File: src/rtl/cnn_pkg.sv
// Shared Q8.8 fixed-point constants, saturating arithmetic and the error-stage state encoding.
package cnn_pkg;

  localparam int Q_WIDTH = 16;
  localparam int FRAC_BITS = 8;
  localparam logic [Q_WIDTH-1:0] FIXED_ONE = 16'h0100;
  localparam int LOSS_W = 32;

  typedef enum logic [1:0] {
    S_IDLE,
    S_COLLECT,
    S_EMIT,
    S_DONE
  } state_e;

  // Difference is formed one bit wider so overflow shows up as a sign-bit disagreement.
  function automatic logic [Q_WIDTH-1:0] sat_sub(input logic [Q_WIDTH-1:0] a,
                                                 input logic [Q_WIDTH-1:0] b);
    logic [Q_WIDTH:0] d;
    d = {a[Q_WIDTH-1], a} - {b[Q_WIDTH-1], b};
    if (d[Q_WIDTH] != d[Q_WIDTH-1]) begin
      return d[Q_WIDTH] ? {1'b1, {(Q_WIDTH-1){1'b0}}} : {1'b0, {(Q_WIDTH-1){1'b1}}};
    end
    return d[Q_WIDTH-1:0];
  endfunction

  // Most negative value has no positive twin; it clips to the largest positive value.
  function automatic logic [Q_WIDTH-1:0] abs_sat(input logic [Q_WIDTH-1:0] a);
    if (a[Q_WIDTH-1]) begin
      if (a == {1'b1, {(Q_WIDTH-1){1'b0}}}) begin
        return {1'b0, {(Q_WIDTH-1){1'b1}}};
      end
      return -a;
    end
    return a;
  endfunction

  function automatic logic [LOSS_W-1:0] sat_add_u(input logic [LOSS_W-1:0] a,
                                                  input logic [LOSS_W-1:0] b);
    logic [LOSS_W:0] s;
    s = {1'b0, a} + {1'b0, b};
    return s[LOSS_W] ? {LOSS_W{1'b1}} : s[LOSS_W-1:0];
  endfunction

endpackage

File: src/rtl/output_error_unit_if.sv
// Sample input stream, error output stream and per-sample / per-batch status of the error stage.
interface output_error_unit_if #(
  parameter int OUTPUT_SIZE = 10,
  parameter int DATA_WIDTH  = 16,
  parameter int BATCH_SIZE  = 32,
  parameter int LOSS_WIDTH  = 32
);
  localparam int IW = $clog2(OUTPUT_SIZE);
  localparam int CW = $clog2(BATCH_SIZE + 1);

  logic                  start;
  logic [IW-1:0]         label;
  logic [DATA_WIDTH-1:0] fc_data;
  logic                  fc_valid;
  logic [DATA_WIDTH-1:0] err_data;
  logic [IW-1:0]         err_index;
  logic                  err_valid;
  logic                  err_ready;
  logic                  busy;
  logic                  sample_done;
  logic                  correct;
  logic                  batch_done;
  logic [LOSS_WIDTH-1:0] batch_loss;
  logic [CW-1:0]         batch_correct;

  modport slave (
    input  start, label, fc_data, fc_valid, err_ready,
    output err_data, err_index, err_valid, busy, sample_done, correct,
           batch_done, batch_loss, batch_correct
  );

  modport master (
    output start, label, fc_data, fc_valid, err_ready,
    input  err_data, err_index, err_valid, busy, sample_done, correct,
           batch_done, batch_loss, batch_correct
  );
endinterface

File: src/rtl/argmax_tracker.sv
// Streaming argmax over one sample; strict greater-than keeps the lowest index on ties.
// Latency: max_idx reflects a value one cycle after its in_vld.
// Backpressure: none, accepts a value every cycle.
module argmax_tracker #(
  parameter int DATA_WIDTH = 16,
  parameter int IW         = 4
) (
  input  logic                         clk,
  input  logic                         reset,
  input  logic                         clr,
  input  logic                         in_vld,
  input  logic signed [DATA_WIDTH-1:0] in_dat,
  input  logic [IW-1:0]                in_idx,
  output logic [IW-1:0]                max_idx
);
  logic                         first_q, first_d;
  logic signed [DATA_WIDTH-1:0] max_q, max_d;
  logic [IW-1:0]                idx_q, idx_d;

  always_comb begin
    first_d = first_q;
    max_d   = max_q;
    idx_d   = idx_q;
    if (clr) begin
      first_d = 1'b1;
    end else if (in_vld) begin
      first_d = 1'b0;
      if (first_q || (in_dat > max_q)) begin
        max_d = in_dat;
        idx_d = in_idx;
      end
    end
  end

  always_ff @(posedge clk or posedge reset) begin
    if (reset) begin
      first_q <= 1'b1;
      max_q   <= '0;
      idx_q   <= '0;
    end else begin
      first_q <= first_d;
      max_q   <= max_d;
      idx_q   <= idx_d;
    end
  end

  assign max_idx = idx_q;

endmodule

File: src/rtl/output_error_unit.sv
// Per-class output error (fc - one_hot(label)) with per-sample correctness and per-batch loss/accuracy.
// Latency: first error beat the cycle after the last fc value; sample_done one cycle after the last accepted beat.
// Backpressure: err stream holds data/index while err_valid && !err_ready; fc input has none.
module output_error_unit #(
  parameter int OUTPUT_SIZE = 10,
  parameter int DATA_WIDTH  = cnn_pkg::Q_WIDTH,
  parameter int FRAC_BITS   = cnn_pkg::FRAC_BITS,
  parameter int BATCH_SIZE  = 32,
  parameter int LOSS_WIDTH  = cnn_pkg::LOSS_W
) (
  input  logic               clk,
  input  logic               reset,
  output_error_unit_if.slave io
);
  import cnn_pkg::*;

  localparam int IW = $clog2(OUTPUT_SIZE);
  localparam int CW = $clog2(BATCH_SIZE + 1);
  localparam logic [DATA_WIDTH-1:0] ONE = DATA_WIDTH'(1) << FRAC_BITS;

  state_e                       state_q, state_d;
  logic [IW-1:0]                label_q, label_d;
  logic [IW-1:0]                cnt_q, cnt_d;
  logic signed [DATA_WIDTH-1:0] vals_q [OUTPUT_SIZE];
  logic signed [DATA_WIDTH-1:0] vals_d [OUTPUT_SIZE];
  logic [LOSS_WIDTH-1:0]        samp_loss_q, samp_loss_d;
  logic [LOSS_WIDTH-1:0]        acc_loss_q, acc_loss_d;
  logic [LOSS_WIDTH-1:0]        batch_loss_q, batch_loss_d;
  logic [CW-1:0]                acc_corr_q, acc_corr_d;
  logic [CW-1:0]                samp_cnt_q, samp_cnt_d;
  logic [CW-1:0]                batch_corr_q, batch_corr_d;
  logic                         correct_q, correct_d;
  logic                         batch_done_q, batch_done_d;

  logic                  start_acc, fc_acc, beat_acc, last_beat;
  logic                  label_ok, correct_now;
  logic [IW-1:0]         max_idx;
  logic [DATA_WIDTH-1:0] err_dat;
  logic [LOSS_WIDTH-1:0] samp_total, new_loss;
  logic [CW-1:0]         new_corr, new_cnt;

  assign start_acc   = (state_q == S_IDLE) && io.start;
  assign fc_acc      = (state_q == S_COLLECT) && io.fc_valid;
  assign beat_acc    = (state_q == S_EMIT) && io.err_ready;
  assign last_beat   = beat_acc && (cnt_q == IW'(OUTPUT_SIZE - 1));
  // Out-of-range labels subtract nothing and can never be correct.
  assign label_ok    = int'(label_q) < OUTPUT_SIZE;
  assign correct_now = label_ok && (max_idx == label_q);
  assign err_dat     = sat_sub(vals_q[cnt_q],
                               (label_ok && (cnt_q == label_q)) ? ONE : '0);
  assign samp_total  = samp_loss_q + LOSS_WIDTH'(abs_sat(err_dat));
  assign new_loss    = sat_add_u(acc_loss_q, samp_total);
  assign new_corr    = acc_corr_q + CW'(correct_now);
  assign new_cnt     = samp_cnt_q + CW'(1);

  argmax_tracker #(
    .DATA_WIDTH(DATA_WIDTH),
    .IW        (IW)
  ) u_argmax (
    .clk    (clk),
    .reset  (reset),
    .clr    (start_acc),
    .in_vld (fc_acc),
    .in_dat (io.fc_data),
    .in_idx (cnt_q),
    .max_idx(max_idx)
  );

  // Sample/batch bookkeeping is committed on the final accepted beat so that
  // correct, batch_loss and batch_correct are already valid in the DONE cycle.
  always_comb begin
    state_d      = state_q;
    label_d      = label_q;
    cnt_d        = cnt_q;
    vals_d       = vals_q;
    samp_loss_d  = samp_loss_q;
    acc_loss_d   = acc_loss_q;
    batch_loss_d = batch_loss_q;
    acc_corr_d   = acc_corr_q;
    samp_cnt_d   = samp_cnt_q;
    batch_corr_d = batch_corr_q;
    correct_d    = correct_q;
    batch_done_d = 1'b0;
    case (state_q)
      S_IDLE: begin
        if (start_acc) begin
          label_d     = io.label;
          cnt_d       = '0;
          samp_loss_d = '0;
          state_d     = S_COLLECT;
        end
      end
      S_COLLECT: begin
        if (fc_acc) begin
          vals_d[cnt_q] = io.fc_data;
          if (cnt_q == IW'(OUTPUT_SIZE - 1)) begin
            cnt_d   = '0;
            state_d = S_EMIT;
          end else begin
            cnt_d = cnt_q + IW'(1);
          end
        end
      end
      S_EMIT: begin
        if (beat_acc) begin
          samp_loss_d = samp_total;
          cnt_d       = cnt_q + IW'(1);
        end
        if (last_beat) begin
          cnt_d      = '0;
          state_d    = S_DONE;
          correct_d  = correct_now;
          acc_loss_d = new_loss;
          acc_corr_d = new_corr;
          samp_cnt_d = new_cnt;
          if (new_cnt == CW'(BATCH_SIZE)) begin
            batch_loss_d = new_loss;
            batch_corr_d = new_corr;
            acc_loss_d   = '0;
            acc_corr_d   = '0;
            samp_cnt_d   = '0;
            batch_done_d = 1'b1;
          end
        end
      end
      S_DONE: begin
        state_d = S_IDLE;
      end
      default: begin
        state_d = S_IDLE;
      end
    endcase
  end

  always_ff @(posedge clk or posedge reset) begin
    if (reset) begin
      state_q      <= S_IDLE;
      label_q      <= '0;
      cnt_q        <= '0;
      for (int i = 0; i < OUTPUT_SIZE; i++) vals_q[i] <= '0;
      samp_loss_q  <= '0;
      acc_loss_q   <= '0;
      batch_loss_q <= '0;
      acc_corr_q   <= '0;
      samp_cnt_q   <= '0;
      batch_corr_q <= '0;
      correct_q    <= 1'b0;
      batch_done_q <= 1'b0;
    end else begin
      state_q      <= state_d;
      label_q      <= label_d;
      cnt_q        <= cnt_d;
      vals_q       <= vals_d;
      samp_loss_q  <= samp_loss_d;
      acc_loss_q   <= acc_loss_d;
      batch_loss_q <= batch_loss_d;
      acc_corr_q   <= acc_corr_d;
      samp_cnt_q   <= samp_cnt_d;
      batch_corr_q <= batch_corr_d;
      correct_q    <= correct_d;
      batch_done_q <= batch_done_d;
    end
  end

  assign io.err_valid     = (state_q == S_EMIT);
  assign io.err_data      = io.err_valid ? err_dat : '0;
  assign io.err_index     = io.err_valid ? cnt_q : '0;
  assign io.busy          = (state_q != S_IDLE);
  assign io.sample_done   = (state_q == S_DONE);
  assign io.correct       = correct_q;
  assign io.batch_done    = batch_done_q;
  assign io.batch_loss    = batch_loss_q;
  assign io.batch_correct = batch_corr_q;

endmodule
File: src/flat_wrapper.sv
// flat-port wrapper written by rule: the top's interface ports become plain ports
module output_error_unit_flat import cnn_pkg::*;
#(
  parameter int OUTPUT_SIZE = 10,
  parameter int DATA_WIDTH  = cnn_pkg::Q_WIDTH,
  parameter int FRAC_BITS   = cnn_pkg::FRAC_BITS,
  parameter int BATCH_SIZE  = 32,
  parameter int LOSS_WIDTH  = cnn_pkg::LOSS_W
)
  (clk, reset, io_start, io_label, io_fc_data, io_fc_valid, io_err_ready, io_err_data, io_err_index, io_err_valid, io_busy, io_sample_done, io_correct, io_batch_done, io_batch_loss, io_batch_correct);
  output_error_unit_if #(.OUTPUT_SIZE(OUTPUT_SIZE), .DATA_WIDTH(DATA_WIDTH), .BATCH_SIZE(BATCH_SIZE), .LOSS_WIDTH(LOSS_WIDTH)) io_i ();
  input  logic clk;
  input  logic reset;
  input wire logic [$bits(io_i.start)-1:0] io_start;
  input wire logic [$bits(io_i.label)-1:0] io_label;
  input wire logic [$bits(io_i.fc_data)-1:0] io_fc_data;
  input wire logic [$bits(io_i.fc_valid)-1:0] io_fc_valid;
  input wire logic [$bits(io_i.err_ready)-1:0] io_err_ready;
  output wire logic [$bits(io_i.err_data)-1:0] io_err_data;
  output wire logic [$bits(io_i.err_index)-1:0] io_err_index;
  output wire logic [$bits(io_i.err_valid)-1:0] io_err_valid;
  output wire logic [$bits(io_i.busy)-1:0] io_busy;
  output wire logic [$bits(io_i.sample_done)-1:0] io_sample_done;
  output wire logic [$bits(io_i.correct)-1:0] io_correct;
  output wire logic [$bits(io_i.batch_done)-1:0] io_batch_done;
  output wire logic [$bits(io_i.batch_loss)-1:0] io_batch_loss;
  output wire logic [$bits(io_i.batch_correct)-1:0] io_batch_correct;
  assign io_i.start = io_start;
  assign io_i.label = io_label;
  assign io_i.fc_data = io_fc_data;
  assign io_i.fc_valid = io_fc_valid;
  assign io_i.err_ready = io_err_ready;
  assign io_err_data = io_i.err_data;
  assign io_err_index = io_i.err_index;
  assign io_err_valid = io_i.err_valid;
  assign io_busy = io_i.busy;
  assign io_sample_done = io_i.sample_done;
  assign io_correct = io_i.correct;
  assign io_batch_done = io_i.batch_done;
  assign io_batch_loss = io_i.batch_loss;
  assign io_batch_correct = io_i.batch_correct;
  output_error_unit #(.OUTPUT_SIZE(OUTPUT_SIZE), .DATA_WIDTH(DATA_WIDTH), .FRAC_BITS(FRAC_BITS), .BATCH_SIZE(BATCH_SIZE), .LOSS_WIDTH(LOSS_WIDTH)) u_core (.clk(clk), .reset(reset), .io(io_i));
endmodule
File: config.mk
export PLATFORM = sky130hd
export DESIGN_NAME = output_error_unit_flat
export DESIGN_NICKNAME = d
export VERILOG_FILES = /design/src/rtl/cnn_pkg.sv /design/src/rtl/output_error_unit_if.sv /design/src/rtl/argmax_tracker.sv /design/src/rtl/output_error_unit.sv /design/src/flat_wrapper.sv
export SDC_FILE = /design/constraint.sdc
export NUM_CORES = 1
export LEC_CHECK = 0
export CORE_ASPECT_RATIO = 1.4
export CORE_MARGIN = 2
export CORE_UTILIZATION = 25
export CTS_CLUSTER_SIZE = 10
export DETAILED_ROUTE_END_ITERATION = 8
export SKIP_LAST_GASP = 1
export SYNTH_ARGS = -nofsm -noshare
export SYNTH_HDL_FRONTEND = slang
export SYNTH_SLANG_ARGS = --single-unit
File: constraint.sdc
create_clock -name clk -period 14.8 [get_ports clk]
set_clock_uncertainty 0.2 [all_clocks]
set_input_delay 3.7 -clock clk [delete_from_list [all_inputs] [get_ports clk]]
set_output_delay 3.7 -clock clk [all_outputs]
set_load 0.005 [all_outputs]
==> flow_summary_export.csv <==
group,metric,value,unit
outcome,status,"completed",
clock_network,clk_latency,570,ps
route,vias,12920,
clock_network,cts.clk_slew.worst_paths,60,ps
timing,max_freq,85.40,MHz
setup_path,slowest_stage,"dfrtp_2",
grt,grt.overflow.total,0,
power,comb_power_share,57.4,%
grt,grt_max_degree,111,
timing,period_needed,11710,ps
route,drt-total-wl,47330,µm
clock_network,clock-sinks,307,
timing,hold_viol_final,0,
route,viasPerCell,4.897,
die,row_count,114,
route,wl_per_cell,17.94,µm
timing,fin_tns_setup,0,ps
clock_network,cts_resized,0,
layout,design_area,20300,µm²
timing,setup_viol,0,
min_path,hold_class,"register to register",
layout,final_cells,2638,
clock_network,numCtsBuffers,37,
logic_synthesis,yosysUniqueCellTypes,84,
logic_synthesis,async_reset_ff_share,100.0,%
setup_path,cp-start-kind,"register",
placed_design,gp_congestion,0.8741,
layout,fill_cells,7030,
logic_synthesis,ys_warn_count,0,
timing,worst-slew-pin-transition,1138,ps
die,die_h,316.0,µm
timing,holdWs,266.7,ps
layout,finish.net_count,1808,
placed_design,dpl_worst_slack,3182,ps
layout,drive_above_1_share,18.65,%
power,power_frac_seq,23.6,%
power,power.internal,2.454,mW
die,core-area,68890,µm²
power,p_sw,1.935,mW
setup_path,crit_fanout,26,
power,p_sw_share,44.09,%
logic_synthesis,synth-seq-cells,307,
layout,diodes,0,
route,drt_iter0_drc,902,
placed_design,dp.cells,2582,
layout,final_cell_mix,"dfrtp_1, mux2_2, nand2_1",
grt,grt_pass1_vias,13390,
grt,grt_use_total,13.29,%
logic_synthesis,synth-edff-count,0,
clock_network,h-tree-depth,2,
route,drc,0,
layout,final_common_cell,"dfrtp_1",
setup_path,end_kind,"register",
flow_run,cap_violations,0,
die,io-pin-count,88,
clock_network,root_buffer,"clkbuf_16",
power,clockPowerShare,18.9,%
setup_path,crit_type,"register to register",
power,ir_drop,0.1320,mV
logic_synthesis,syn_avg_cell_area,10.68,µm²
setup_path,crit_path_max_incr_delay,860,ps
power,p_total,4.389,mW
timing,slew_headroom,23.89,%
grt,grt_pass1_wl,74610,µm
logic_synthesis,synthesis.nets,1743,
clock_network,cts_setup_buffers,0,
placed_design,port_buffers,87,
power,power_leakage,9.330,nW
layout,final_util,29.47,%
die,fp.dieW,226.9,µm
layout,syn2layout_area_growth,16.79,%
clock_network,clockBufferDepth,3,
route,antenna_left,0,
logic_synthesis,synth_seq_area_share,44.21,%
setup_path,required,15040,ps
power,power_density,216.2,nW/µm²
placed_design,dpl.hpwl,33870,µm
timing,setup_ws,3090,ps
route,dr.pass1.iters,8,
die,die-area,71680,µm²
logic_synthesis,synthCells,1628,
setup_path,worstPathArrival,11950,ps
clock_network,holdBufCountCts,0,
timing,rsz0062_at_grt,"false",
logic_synthesis,ys.flop_type,"dfrtp_1",
grt,antenna_found_initial,0,
timing,maxSlewViolCount,0,
placed_design,place_area,19230,µm²
die,start_util,25.23,%
logic_synthesis,syn-cell-area,17380,µm²
clock_network,cts_tree,"yes",
setup_path,crit_path_frequent_cell,"ha_1",
timing,fin_crit_sh,79.12,%
## flip-flops by register name, indices dropped and copies added, names as in the netlist
register	count
u_core.label_q	4
u_core.u_argmax.max_idx	4
u_core.u_argmax.first_q	1
u_core.cnt_q	4
u_core.u_argmax.max_q	16
u_core.acc_corr_q	6
u_core.io.correct	1
u_core.io.batch_correct	6
u_core.acc_loss_q	32
u_core.io.batch_loss	32
u_core.io.batch_done	1
u_core.state_q	2
u_core.samp_cnt_q	6
u_core.samp_loss_q	32
u_core.vals_q	160
## critical path, delay by kind of cell, from the launching register on
family	cells	cell delay, ps
flops	1	860
xor+xnor	1	150
mux	1	320
fa+ha+maj	6	2030
simple gates	12	2790
buf+inv	2	580
compound gates	15	4580
## cells in the mapped netlist, drive strengths merged, types with 6 or more instances
library cell    n  area, µm²
o21a           16      120.1
a211oi          6      50.05
and2           15      95.09
and3           22      137.6
xnor2          44      385.4
a31oi          14      87.58
a21oi          62      321.6
nand2         177      664.4
xor2           32      280.3
nor4            7      43.79
or2             6      37.54
dfrtp         306       7657
a22o           26      229.0
nor3           20      100.1
nand4          13      81.33
mux2i          21      210.2
a211o           6      52.55
buf            15      107.6
mux2          206       2323
a21o           24      181.4
a22oi           9      67.56
nor2           95      356.6
nand2b         13      81.33
nand3          27      135.1
o31ai          11      82.58
mux4           20      450.4
nor2b          15      93.84
a21boi          6      45.04
ha             88       1101
o21ai         127      639.4
clkbuf         66      247.7
inv            31      116.4
## cells by family (layout without fill, tap and decap cells)
group	count (synthesis)	after routing	synth area share, %
AOI/OAI and AO/OA	361	361	13.85
xor gates and xnor gates	76	76	3.830
muxes	247	247	17.17
buffers and inverters	113	195	2.735
and+or+nand+nor	434	434	11.65
adders and majority gates	90	90	6.565
DFF	307	307	44.21
## power groups by stage
stage	Sequential [mW]	Clock, mW	Combinational [mW]
floorplan	1.01	0	1.93
global placement	1.04	0	2.45
detailed placement	1.05	0	2.50
CTS	1.04	0.857	2.51
global route	1.05	0.887	2.80
finish	1.04	0.831	2.52
## final cells by class
type	instances	area, µm²	area share [%]
inverters	32	127.6	0.6287
clock buffers	53	1006	4.956
multi-input cells	1208	9231	45.48
repair buffers	107	1021	5.030
clock inverters	3	66.31	0.3267
flip-flops and latches	307	7686	37.86
well taps	928	1161	5.720
## per-layer routing
metal	part of all wire (%)	vias up	wire [µm]	global-route usage [%]
li1	-	6017	-	-
met4	2.8	0	1311	4.590
met1	43	6536	20260	16.00
met5	0	-	0	0
met3	4.2	71	1998	2.416
met2	50	294	23760	23.64
## worst paths after layout
kind,startpoint,endpoint,slack (ps),cells after the start
max,u_core.cnt_q[0]$_DFFE_PP0P_,u_core.io.batch_loss[17]$_DFFE_PP0P_,3090,37
min,u_core.u_argmax.first_q$_DFFE_PP1P_,u_core.u_argmax.first_q$_DFFE_PP1P_,270,2
max reg2reg,u_core.cnt_q[0]$_DFFE_PP0P_,u_core.io.batch_loss[17]$_DFFE_PP0P_,3090,37
min reg2reg,u_core.u_argmax.first_q$_DFFE_PP1P_,u_core.u_argmax.first_q$_DFFE_PP1P_,270,2
max in group asynchronous,reset,u_core.io.batch_loss[10]$_DFFE_PP0P_,9330,3
min in group asynchronous,reset,u_core.label_q[2]$_DFFE_PP0P_,3480,2
No activity file was read; power rests on OpenSTA's default activity.
==> patch, RTL diff (same settings) <==
One comparison of `cnt_q` changes from == to >=.
--- a/src/rtl/output_error_unit.sv
+++ b/src/rtl/output_error_unit.sv
@@ -93,7 +93,7 @@
       S_COLLECT: begin
         if (fc_acc) begin
           vals_d[cnt_q] = io.fc_data;
-          if (cnt_q == IW'(OUTPUT_SIZE - 1)) begin
+          if (cnt_q >= IW'(OUTPUT_SIZE - 1)) begin
             cnt_d   = '0;
             state_d = S_EMIT;
           end else begin
Check against the original RTL: no difference found for any inputs over 4 cycles, from zero or initial values and one cycle with reset high; that may be too few to reach the edited logic, so the function may still have changed.
==> patch against the original RTL <==
  * Synthesized area is essentially flat
  * Cell area decreased by 0.20%
  * Sequential share of layout area up 0.077 points
  * Utilization down 0.060 points
  * Global-route usage decreased by 0.22 points
  * Worst setup slack improved by 1000 ps
  * Via count shrank 2.7%
  * Sequential cell count stayed put
  * Routed wire length is 1.2% lower
  * Highest routed layer unchanged
Power is not shown: default switching activity piles up to over one toggle a cycle in this logic, so the estimate is an artifact.
==> patch: results (changes against the original RTL) <==
\begin{tabular}{lr}
\hline
Metric & Value \\
\hline
\multicolumn{2}{l}{\textbf{Outcome}} \\
Run status & finished clean \\
\multicolumn{2}{l}{\textbf{Placed design}} \\
DPL Wire Length & 33.0 mm (-2.6\%) \\
GP Congestion & 0.845 (-3.4\%) \\
Cell count after placement & 2558 (-0.93\%) \\
Buffers added on ports & 87 (unchanged) \\
\multicolumn{2}{l}{\textbf{Critical path}} \\
R2r worst-path depth & 38 (+2.7\%) \\
Reg2Reg Capture Point & u\_core.acc\_loss\_q[21] \\
Worst Path Max Fanout & 42 (+62\%) \\
Startpoint of the worst-slack reg-to-reg timing path & u\_core.cnt\_q[1] \\
Critical path data arrival time & 10920 ps (-1030 ps) \\
Largest incremental delay on the critical path & 640 ps (-220 ps) \\
Worst reg2reg setup slack & 4120 ps (+1030 ps) \\
Cell with the largest stage delay on the worst path & or3b\_1 \\
\multicolumn{2}{l}{\textbf{Timing}} \\
Worst slew pin tran & 1170 ps (+31.7 ps) \\
Fin Hold WS & 276 ps (+8.98 ps) \\
\multicolumn{2}{l}{\textbf{Synth}} \\
Synth area leaders & dfrtp\_1 44\%, mux2\_2 12\%, ha\_1 6.3\% \\
Count of cell types in the netlist & 87 (+3.6\%) \\
Mapped Cells & 1612 (-0.98\%) \\
Leading post-synthesis cells by instance count & 306 x dfrtp\_1, 180 x mux2\_2, 166 x nand2\_1 \\
Sequential fraction of the synthesis area & 0.442 (about the same) \\
Syn\_nets & 1727 (-0.92\%) \\
\multicolumn{2}{l}{\textbf{Min path}} \\
Endpoint with the worst hold slack & u\_core.vals\_q[128] \\
Instance count along the most critical hold path & 2 (unchanged) \\
Worst hold-check path type & reg2reg \\
Beginning of the worst hold path & u\_core.vals\_q[128] \\
\multicolumn{2}{l}{\textbf{Layout}} \\
Register ranked first by flip-flop count & u\_core.vals\_q \\
Layout fillers & 7069 (+0.55\%) \\
Fraction of layout instances using a drive strength above 1 & 0.181 (-0.00543) \\
Nets & 1785 (-1.3\%) \\
\multicolumn{2}{l}{\textbf{Clock network}} \\
H-tree lvl count & 2 (unchanged) \\
Number of resized instances in the post-cts repair step & 0 (unchanged) \\
Insertion delay of the later-clocked pin in the worst-skew pair & 550 ps (-20 ps) \\
Number of buffers added by the clock tree synthesis step & 38 (+2.7\%) \\
\multicolumn{2}{l}{\textbf{Routing}} \\
Avg WL per Cell & 17.9 um (-0.24\%) \\
Number of iterations in the first detailed-routing pass & 5 (-3) \\
Mean number of vias per cell & 4.81 (-1.7\%) \\
Via Count & 12573 (-2.7\%) \\
Drt first-iter violations & 849 (-5.9\%) \\
\multicolumn{2}{l}{\textbf{Global route}} \\
GRT Overall Usage & 0.131 (-0.00215) \\
Antenna violations before repair & 0 (unchanged) \\
Number of global-route vias before repair & 12718 (-5.0\%) \\
Global-route wire length before repair & 73.2 mm (-1.8\%) \\
Largest net degree at the start of global routing & 182 (+64\%) \\
\hline
\end{tabular}
patch: worst max-delay path by stage:
stage / from / endpoint
final: u_core.cnt_q[1] / u_core.acc_loss_q[21]
after CTS: u_core.cnt_q[1] / u_core.acc_loss_q[21]
after global placement: u_core.cnt_q[1] / u_core.acc_loss_q[21]
after global routing: u_core.cnt_q[1] / u_core.acc_loss_q[21]
after floorplan: reset / u_core.acc_corr_q[0]
after detailed placement: u_core.cnt_q[1] / u_core.acc_loss_q[21]
patch: cells by family (layout without fill, tap and decap cells):
family	after synthesis	count (layout)	synth area share
simple gates	415	415	0.114
buf+inv	123	195	0.0312
fa+ha+maj	90	90	0.0657
compound gates	346	346	0.131
flops	307	307	0.442
mux	248	248	0.174
xor+xnor	83	83	0.0418
patch: cell type report:
class	instances	area, um2	area share
clock inverter	6	76.3	0.00377
timing repair buffer	104	1010	0.0499
sequential	307	7690	0.379
tap	928	1160	0.0573
clock buffer	48	1020	0.0503
multi-input combinational	1182	9160	0.452
inverter	37	146	0.00723
patch: critical path, delay by kind of cell, from the launching register on:
| kind | cells | cell delay, ps |
|---|---|---|
| compound gates | 18 | 4180 |
| xor+xnor | 2 | 340 |
| fa+ha+maj | 3 | 1050 |
| buf+inv | 3 | 1210 |
| flops | 1 | 510 |
| simple gates | 12 | 3010 |
patch: layer usage:
metal  vias to the layer above  wire length [um]  track usage
li1                       5896                 -            -
met1                      6354             20100        0.164
met2                       264             24000        0.232
met3                        59              1630       0.0183
met4                         0              1040       0.0384
met5                         -                 0            0
patch: through the flow:
step / util / setup WS [ps] / area (um2)
2_1_floorplan: - / 2410 / 17400
3_3_place_gp: 0.278 / 4350 / 19200
3_5_place_dp: 0.278 / 4100 / 19200
4_1_cts: 0.294 / 4080 / 20300
5_1_grt: 0.294 / 3400 / 20300
6_report: 0.294 / 4120 / 20300
